$ cat config.mk
export PLATFORM = sky130hd
export DESIGN_NAME = result_drain
export DESIGN_NICKNAME = d
export VERILOG_FILES = /design/src/rtl/result_drain.sv
export SDC_FILE = /design/constraint.sdc
export NUM_CORES = 1
export LEC_CHECK = 0
export ABC_AREA = 1
export CAP_MARGIN = 0
export CORE_ASPECT_RATIO = 0.75
export CORE_MARGIN = 2
export CORE_UTILIZATION = 69
export DETAILED_ROUTE_END_ITERATION = 10
export DONT_BUFFER_PORTS = 1
export PLACE_DENSITY = 0.85
export REMOVE_ABC_BUFFERS = 1
export SYNTH_ARGS = -nofsm -noshare
export SYNTH_HDL_FRONTEND = slang
export SYNTH_SLANG_ARGS = --single-unit
export TNS_END_PERCENT = 10
$ cat constraint.sdc
create_clock -name i_clk -period 19.15 [get_ports i_clk]
set_input_delay 1.915 -clock i_clk [delete_from_list [all_inputs] [get_ports i_clk]]
set_output_delay 1.915 -clock i_clk [all_outputs]
set_load 0.05 [all_outputs]
$ cat src/rtl/result_drain.sv
// -----------------------------------------------------------------------------
// result_drain
//   Transmit side of the accelerator's AXI-Stream datapath. Collects one N x N
//   result tile from the systolic array (N rows, in order) into a local
//   register buffer, then streams it out as N*N beats on an AXIS master with
//   tlast on the final beat.
//
//   Build option: DRAIN_TRANSPOSE_EN
//     undefined : beats leave in row-major order (beat k = buf[k/N][k%N])
//     defined   : beats leave in column-major order (beat k = buf[k%N][k/N]),
//                 i.e. the transposed tile; count, tlast and timing unchanged.
//
//   Ports
//     i_clk          clock, all logic on posedge
//     i_rst_n        synchronous active-low reset
//     arr_C_valid    array presents a result row on arr_C_data
//     arr_C_data     result row, element c at [c*DATA_W +: DATA_W]
//     arr_C_ready    drain accepts a row (IDLE or CAPTURE), registered
//     m_axis_tdata   streamed result element, registered
//     m_axis_tvalid  beat valid, registered
//     m_axis_tready  downstream accepts beat
//     m_axis_tlast   final beat of the tile, registered
//     o_done         one-cycle pulse after the last beat is accepted
//     o_overrun      sticky: a row was offered while arr_C_ready was low
// -----------------------------------------------------------------------------
module result_drain #(
   parameter int N      = 4,
   parameter int DATA_W = 32
) (
   input  logic                  i_clk,
   input  logic                  i_rst_n,
   input  logic                  arr_C_valid,
   input  logic [N*DATA_W-1:0]   arr_C_data,
   output logic                  arr_C_ready,
   output logic [DATA_W-1:0]     m_axis_tdata,
   output logic                  m_axis_tvalid,
   input  logic                  m_axis_tready,
   output logic                  m_axis_tlast,
   output logic                  o_done,
   output logic                  o_overrun
);

   localparam int CW = $clog2(N*N+1);
   localparam int BW = N*N*DATA_W;
   localparam int SW = (BW > 1) ? $clog2(BW) : 1;
   localparam logic [CW-1:0] ROW_LAST  = CW'(N-1);
   localparam logic [CW-1:0] BEAT_LAST = CW'(N*N-1);
   localparam logic [CW-1:0] CNT_ONE   = CW'(1);
   localparam logic [CW-1:0] CNT_ZERO  = CW'(0);

   typedef enum logic [1:0] {
      IDLE    = 2'd0,
      CAPTURE = 2'd1,
      STREAM  = 2'd2
   } state_t;

   state_t            state_r;
   logic [CW-1:0]     row_cnt_r;
   logic [CW-1:0]     beat_idx_r;
   logic [BW-1:0]     buf_r;       // flat tile, element (r,c) at (r*N+c)*DATA_W
   logic              row_wr_s;
   logic [CW-1:0]     beat_nxt_s;
   logic [DATA_W-1:0] first_elem_s;

   // Bit offset of row idx inside the flat buffer.
   function automatic logic [SW-1:0] row_off(input logic [CW-1:0] idx);
      return SW'(int'(idx) * N * DATA_W);
   endfunction

   // Bit offset of the element emitted as beat idx.
   function automatic logic [SW-1:0] beat_off(input logic [CW-1:0] idx);
      int k;
      int e;
      k = int'(idx);
`ifdef DRAIN_TRANSPOSE_EN
      e = (k % N) * N + (k / N);
`else
      e = k;
`endif
      return SW'(e * DATA_W);
   endfunction

   assign row_wr_s   = arr_C_valid & arr_C_ready;
   assign beat_nxt_s = beat_idx_r + CNT_ONE;
   // Beat 0 is element (0,0) in either order; with N==1 it is still on the
   // input bus in the cycle the FSM enters STREAM.
   assign first_elem_s = (N == 1) ? arr_C_data[DATA_W-1:0] : buf_r[DATA_W-1:0];

   // Tile buffer: written one row at a time, contents are don't-care after reset.
   always_ff @(posedge i_clk) begin
      if (i_rst_n && row_wr_s) begin
         buf_r[row_off(row_cnt_r) +: N*DATA_W] <= arr_C_data;
      end
   end

   // Capture/stream FSM with all outputs registered.
   always_ff @(posedge i_clk) begin
      if (!i_rst_n) begin
         state_r       <= IDLE;
         row_cnt_r     <= CNT_ZERO;
         beat_idx_r    <= CNT_ZERO;
         arr_C_ready   <= 1'b1;
         m_axis_tvalid <= 1'b0;
         m_axis_tlast  <= 1'b0;
         m_axis_tdata  <= {DATA_W{1'b0}};
         o_done        <= 1'b0;
         o_overrun     <= 1'b0;
      end else begin
         o_done <= 1'b0;
         if (arr_C_valid && !arr_C_ready) begin
            o_overrun <= 1'b1;
         end
         case (state_r)
            IDLE, CAPTURE: begin
               if (arr_C_valid) begin
                  row_cnt_r <= row_cnt_r + CNT_ONE;
                  if (row_cnt_r == ROW_LAST) begin
                     state_r       <= STREAM;
                     arr_C_ready   <= 1'b0;
                     m_axis_tvalid <= 1'b1;
                     m_axis_tdata  <= first_elem_s;
                     m_axis_tlast  <= (BEAT_LAST == CNT_ZERO);
                  end else begin
                     state_r <= CAPTURE;
                  end
               end
            end
            STREAM: begin
               if (m_axis_tready) begin
                  if (beat_idx_r == BEAT_LAST) begin
                     state_r       <= IDLE;
                     o_done        <= 1'b1;
                     beat_idx_r    <= CNT_ZERO;
                     row_cnt_r     <= CNT_ZERO;
                     arr_C_ready   <= 1'b1;
                     m_axis_tvalid <= 1'b0;
                     m_axis_tlast  <= 1'b0;
                  end else begin
                     beat_idx_r    <= beat_nxt_s;
                     m_axis_tdata  <= buf_r[beat_off(beat_nxt_s) +: DATA_W];
                     m_axis_tlast  <= (beat_nxt_s == BEAT_LAST);
                  end
               end
            end
            default: begin
               state_r       <= IDLE;
               row_cnt_r     <= CNT_ZERO;
               beat_idx_r    <= CNT_ZERO;
               arr_C_ready   <= 1'b1;
               m_axis_tvalid <= 1'b0;
               m_axis_tlast  <= 1'b0;
            end
         endcase
      end
   end

endmodule

==> run_results.csv, run 1 <==
group,metric,value,unit
run_status,status,"completed",
floorplanning,start_util,69.7,%
cts,cts_sinks,561,
worst_setup_path,r2r_start,"row_cnt_r[0]$_SDFFE_PN0P_",
routing,wire_per_inst,21.3,µm
logic_synthesis,syn_inst,2774,
final_layout,syn2layout_area_growth,7.05,%
worst_setup_path,slowest_delay,0.86,ns
global_routing,grt_pass1_vias,19300,
final_layout,postLayoutCoreUtil,74.7,%
logic_synthesis,netlist.top_cell.by_area,"edfxtp_1",
hold_path,worstHoldPathType,"register to register",
hold_path,min_from,"beat_idx_r[3]$_SDFFE_PN0P_",
timing,finalClockSkew,0.0210,ns
floorplanning,core-area,0.0369,mm²
global_routing,antenna_found_initial,2,
logic_synthesis,synth.distinct_cells,29,
logic_synthesis,synth-seq-cells,561,
routing,drc_errors,0,
worst_setup_path,reg2reg_slack,15.11,ns
cts,hold_buffers,0,
power_and_ir_drop,pwr-share-clk,41.6,%
power_and_ir_drop,ir_worst_vdd,89.0,µV
cts,cts.path.max_buffers,3,
logic_synthesis,yosys_warnings,0,
power_and_ir_drop,internal_power,2050,µW
power_and_ir_drop,power_density,96.6,mW/mm²
cts,cts_resized,0,
power_and_ir_drop,switching_share,22.9,%
logic_synthesis,synthArstFlopShare,0,%
logic_synthesis,ys_seq_area_share,63.5,%
cts,clock_tree.root_cell,"clkbuf_16",
timing,setup_viol,0,
worst_setup_path,crit_chain,"inv_2, ha_1, inv_2, nand3_4, buf_4, nor2_1",
routing,via_per_inst,6.21,
worst_setup_path,rr_worst_depth,6,
logic_synthesis,synth_commonest_cells,"nand2_1 (804), edfxtp_1 (512), nor2_1 (476)",
timing,final_hold_viol_count,0,
timing,clock.fmax,0.248,GHz
logic_synthesis,synth_edf_count,512,
cts,cts_tree,"built",
timing,fin_crit_sh,21.1,%
place,dp_hpwl,35300,µm
timing,maxSlewViolCount,0,
routing,postRouteAntennaNets,0,
logic_synthesis,synth_area,0.0258,mm²
final_layout,drive_above_1_share,5.18,%
hold_path,hold_depth,2,
cts,cts_setup_buffers,0,
cts,clk_pin_slew,0.07,ns
final_layout,finalNetCount,2802,
worst_setup_path,r2r-end,"buf_r[55]$_DFFE_PP_",
worst_setup_path,cp-start-kind,"register",
run,cap_violations,0,
global_routing,grtUsageTotal,35.2,%
floorplanning,die_h,171,µm
cts,htreeDepth,2,
floorplanning,ios,169,
timing,max_slew_margin,14.7,%
logic_synthesis,synthFlopType,"edfxtp_1",
routing,drt_first_pass_iters,8,
power_and_ir_drop,leakage,0.0107,µW
worst_setup_path,cpMaxStageDelayCell,"inv_2",
timing,rsz0062_at_grt,"no",
logic_synthesis,synth_top_cell_area_share,59.7,%
logic_synthesis,synth.most_common_cell,"nand2_1",
worst_setup_path,required,19.58,ns
routing,drt_iter0_markers,2618,
worst_setup_path,cp.arrival,4.47,ns
floorplanning,rows,61,
routing,vias,19900,
timing,period_minus_slack,4.04,ns
power_and_ir_drop,power_frac_seq,52.1,%
power_and_ir_drop,power_switching,611,µW
place,portBuffers,0,
global_routing,grt_max_degree,161,
timing,fin_tns_setup,0,ns
worst_setup_path,crit_path_end_kind,"register",
routing,routed_wirelength,68400,µm
place,routabilityCongestion,0.889,
timing,worst_pin_slew,1.28,ns
floorplanning,die_x,227,µm
timing,whs,0.487,ns
final_layout,layout.cells.non_filler,3210,
cts,clk_latency,0.60,ns
power_and_ir_drop,combPwrFrac,6.3,%
worst_setup_path,cp_common_cell,"inv_2",
worst_setup_path,path_class,"register to register",
cts,cts_inserted_buffers,52,
worst_setup_path,cp_max_fo,78,
power_and_ir_drop,power,2670,µW
global_routing,grt-ovfl-total,0,
hold_path,hold_end,"beat_idx_r[3]$_SDFFE_PN0P_",
global_routing,grt_pass1_wl,104000,µm
floorplanning,fp.dieArea,0.0389,mm²
place,place_inst,3110,
logic_synthesis,syn-mean-instance-area,9.29,µm²
logic_synthesis,synthTopCellsByArea,"edfxtp_1 (60%), nand2_1 (12%), nand3_1 (7.6%)",
[worst max-delay path by stage]
stage                                     from                             to  slack (ns)  cells past startpoint
floorplan           beat_idx_r[0]$_SDFFE_PN0P_   m_axis_tdata[0]$_SDFFE_PN0P_        4.81                     10
global placement                       i_rst_n           buf_r[335]$_DFFE_PP_       14.72                      3
detailed placement                     i_rst_n           buf_r[293]$_DFFE_PP_       14.62                      3
CTS                 beat_idx_r[0]$_SDFFE_PN0P_  m_axis_tdata[22]$_SDFFE_PN0P_       15.22                     11
global route        beat_idx_r[0]$_SDFFE_PN0P_  m_axis_tdata[24]$_SDFFE_PN0P_       14.93                     11
finish               row_cnt_r[0]$_SDFFE_PN0P_            buf_r[55]$_DFFE_PP_       15.11                      6
[power groups by stage]
stage / sequential [µW] / clock [µW] / combinational (µW)
floorplan: 1420 / 0 / 112
global placement: 1410 / 0 / 154
detailed placement: 1420 / 0 / 161
CTS: 1390 / 1110 / 163
global route: 1390 / 1160 / 181
finish: 1390 / 1110 / 167
[cells in the final DEF, fill, tap and decap left out, drive strengths merged]
| cell type | synthesis | routed |
|---|---|---|
| nor3 | 56 | 56 |
| bufinv | 0 | 8 |
| diode | 0 | 2 |
| a31oi | 1 | 1 |
| a21oi | 76 | 76 |
| ha | 10 | 10 |
| clkinv | 2 | 27 |
| nor4 | 1 | 1 |
| nand2 | 806 | 806 |
| edfxtp | 512 | 512 |
| or2 | 1 | 1 |
| clkbuf | 72 | 64 |
| dfxtp | 49 | 49 |
| inv | 159 | 159 |
| o21a | 1 | 1 |
| nor2 | 477 | 477 |
| nand3 | 395 | 395 |
| o21ai | 37 | 37 |
| clkinvlp | 0 | 1 |
| xor2 | 1 | 1 |
| a211oi | 1 | 1 |
| buf | 117 | 21 |
[layer usage]
layer,global-route usage (%),wire length (µm),up-vias
li1,-,-,8922
met1,44.9,24200,9381
met2,58.4,32600,1400
met3,7.82,8730,242
met4,16.0,2860,0
met5,0,0,-
[sequential cells by signal (all words and copies together) (netlist names)]
signal and flops:
m_axis_tlast 1, m_axis_tdata 32, m_axis_tvalid 1, buf_r 512, beat_idx_r 5, o_done 1, row_cnt_r 5, state_r 2
o_overrun 1, arr_C_ready 1
[area by class of cell]
cell class	count	area (µm²)
clock inverters	34	378
flip-flops and latches	561	16400
multi-input cells	1863	7960
well taps	504	631
fillers	2512	9360
repair buffers	21	170
inverters	161	614
diodes	2	5.00
clock buffers	64	1460
[worst max-delay path: cells and delay by family (launching register included)]
| kind | cells | cell delay [ns] |
|---|---|---|
| simple gates | 2 | 1.04 |
| buf+inv | 3 | 1.90 |
| flops | 1 | 0.41 |
| fa+ha+maj | 1 | 0.41 |
[per-stage QoR]
stage	cell area (µm²)	worst slack, ns
after floorplan	24800	4.81
after global placement	25700	14.72
after detailed placement	25700	14.62
after CTS	27600	15.22
after global routing	27600	14.93
final	27600	15.11
[logic make-up (layout without fill, tap and decap cells)]
| family | after synthesis | count (layout) | synth area share, % |
|---|---|---|---|
| AND/OR/NAND/NOR | 1736 | 1736 | 27.7 |
| XOR/XNOR | 1 | 1 | 0.0632 |
| buffers and inverters | 350 | 280 | 6.04 |
| AO/OA/AOI/OAI | 116 | 116 | 2.28 |
| adder cells (fa/ha/maj) | 10 | 10 | 0.486 |
| flip-flops | 561 | 561 | 63.5 |
| other | 0 | 2 | 0 |
(Power assumes the default switching activity.)
==> run 2: changes to the inputs <==
CORE_UTILIZATION = 64   (was 69)
PLACE_DENSITY = 0.8   (was 0.85)
clock period = 4.2 ns   (was 19.15 ns; I/O delays follow)
==> run 2 against run 1 <==
Compared with the run above: routed wire length is 1.6% higher; flip-flop and latch count stayed put; setup slack worse by 14 ns; via count is 0.79% lower; worst hold slack worse by 0.46 ns; total power grew to 4.4 times the previous value; clock power grew to 4.2 times the previous value; largest cell class unchanged; highest routed layer is now met5; die area is 7.6% higher; first-iteration DRC count is 8.3% higher.
==> run_results.csv, run 2 (same netlist as run 1, synthesis figures left out) <==
group,metric,value,unit
power_and_ir_drop,internal_power,9050,µW
worst_setup_path,crit_path_end_kind,"register",
place,postPlaceCellArea,0.0260,mm²
hold_path,worstHoldPathType,"input pin to register",
power_and_ir_drop,ir_worst_vdd,371,µV
cts,cts_resized,0,
timing,fin_crit_sh,74.5,%
final_layout,fill_cells,2891,
routing,via_per_inst,6.11,
power_and_ir_drop,combPwrFrac,6.7,%
global_routing,antenna_found_initial,3,
global_routing,grtUsageTotal,33.5,%
cts,clk_pin_slew,0.06,ns
routing,drc_errors,0,
timing,max_slew_margin,18.9,%
place,post-place-ws,1.13,ns
final_layout,regMostFlops,"buf_r",
timing,maxSlewViolCount,0,
worst_setup_path,r2r-end,"buf_r[113]$_DFFE_PP_",
worst_setup_path,required,4.51,ns
final_layout,top_regs,"buf_r (512), m_axis_tdata (32)",
place,dp_hpwl,37300,µm
worst_setup_path,reg2reg_slack,1.07,ns
routing,vias,19800,
hold_path,hold_end,"o_overrun$_SDFFE_PN0P_",
floorplanning,core-area,0.0396,mm²
power_and_ir_drop,pwr-share-clk,39.7,%
cts,cts_setup_buffers,0,
timing,rsz0062_at_grt,"no",
hold_path,min_from,"arr_C_valid",
timing,clock.fmax,0.319,GHz
worst_setup_path,rr_worst_depth,7,
worst_setup_path,cp-start-kind,"register",
timing,timing.final.ws_setup,1.07,ns
final_layout,final_area,0.0277,mm²
cts,cts_sinks,561,
cts,clk_latency,0.59,ns
cts,cts_inserted_buffers,52,
place,routabilityCongestion,0.878,
routing,drt_first_pass_iters,8,
timing,setup_viol,0,
timing,worst_pin_slew,1.22,ns
final_layout,postLayoutCoreUtil,70.1,%
cts,cts_tree,"built",
final_layout,largest_register_ffs,512,
floorplanning,die_h,178,µm
floorplanning,fp.dieArea,0.0419,mm²
power_and_ir_drop,power_density,426,mW/mm²
power_and_ir_drop,power_frac_seq,53.6,%
final_layout,layout_common_cells,"nand2_1 (800), edfxtp_1 (512), nor2_1 (471)",
power_and_ir_drop,leakage,0.0107,µW
floorplanning,rows,63,
final_layout,finalNetCount,2817,
power_and_ir_drop,switching_share,23.4,%
worst_setup_path,r2r_start,"row_cnt_r[0]$_SDFFE_PN0P_",
routing,routed_wirelength,69500,µm
routing,drt_iter0_markers,2835,
floorplanning,ios,169,
final_layout,layout_commonest_cell,"nand2_1",
global_routing,grt-ovfl-total,0,
worst_setup_path,path_class,"register to register",
place,portBuffers,0,
power_and_ir_drop,power_switching,2770,µW
final_layout,drive_above_1_share,5.33,%
floorplanning,start_util,65.1,%
global_routing,grt_pass1_vias,19700,
worst_setup_path,cp.arrival,3.44,ns
worst_setup_path,cp_max_fo,53,
floorplanning,die_x,236,µm
global_routing,grt_max_degree,161,
cts,clock_tree.root_cell,"clkbuf_16",
final_layout,syn2layout_area_growth,7.64,%
global_routing,grt_pass1_wl,108000,µm
timing,period_minus_slack,3.13,ns
run,cap_violations,0,
cts,cts.path.max_buffers,3,
timing,final_hold_viol_count,0,
timing,fin_tns_setup,0,ns
routing,postRouteAntennaNets,0,
timing,finalClockSkew,0.0237,ns
routing,wire_per_inst,21.4,µm
cts,hold_buffers,3,
run_status,status,"completed",
hold_path,hold_depth,2,
cts,htreeDepth,2,
[run 2: worst max-delay path by stage]
stage,startpoint,end,cells past startpoint
floorplan,beat_idx_r[0]$_SDFFE_PN0P_,m_axis_tdata[0]$_SDFFE_PN0P_,10
global placement,row_cnt_r[0]$_SDFFE_PN0P_,buf_r[5]$_DFFE_PP_,7
detailed placement,row_cnt_r[0]$_SDFFE_PN0P_,buf_r[113]$_DFFE_PP_,7
CTS,row_cnt_r[0]$_SDFFE_PN0P_,buf_r[113]$_DFFE_PP_,7
global route,beat_idx_r[0]$_SDFFE_PN0P_,m_axis_tdata[7]$_SDFFE_PN0P_,12
finish,row_cnt_r[0]$_SDFFE_PN0P_,buf_r[113]$_DFFE_PP_,7
[run 2: final cells by class]
type,count,area (µm²),share of cell area (%)
Antenna cell,2,5.00,0.0180
Clock buffer,71,1460,5.28
Clock inverter,27,214,0.771
Inverter,161,614,2.22
Multi-Input combinational cell,1863,7960,28.7
Sequential cell,561,16400,59.0
Tap cell,520,651,2.35
Timing Repair Buffer,36,463,1.67
[run 2: power groups by stage]
stage	clock network [µW]	registers, µW	logic (µW)
after floorplan	0	6470	510
after detailed placement	0	6460	757
after CTS	4710	6340	777
after global routing	4930	6350	864
after global placement	0	6450	728
final	4690	6340	788
[run 2: critical path, stage by stage, from the launching register on]
cell,delay (ns)
dfxtp_4,0.60
inv_2,0.31
ha_1,0.55
inv_2,0.10
buf_4,0.36
nand3_4,0.20
buf_4,0.53
nor2_1,0.14
[run 2: stage by stage]
step / power [µW] / hold slack, ns / cells
global placement: 7180 / 0.452 / 3138
global route: 12100 / 0.0281 / 3240
floorplan: 6980 / 0.444 / 2585
finish: 11800 / 0.0296 / 3241
detailed placement: 7210 / 0.474 / 3138
CTS: 11800 / 0.00913 / 3239
[run 2: metal layers]
metal	part of all wire (%)	vias up	GRT usage, %	wire (µm)
met3	12	192	7.59	8440
met1	37	9401	43.3	25400
met5	0.019	-	0	13
li1	-	8967	-	-
met4	4.0	2	14.5	2770
met2	47	1226	55.1	32800
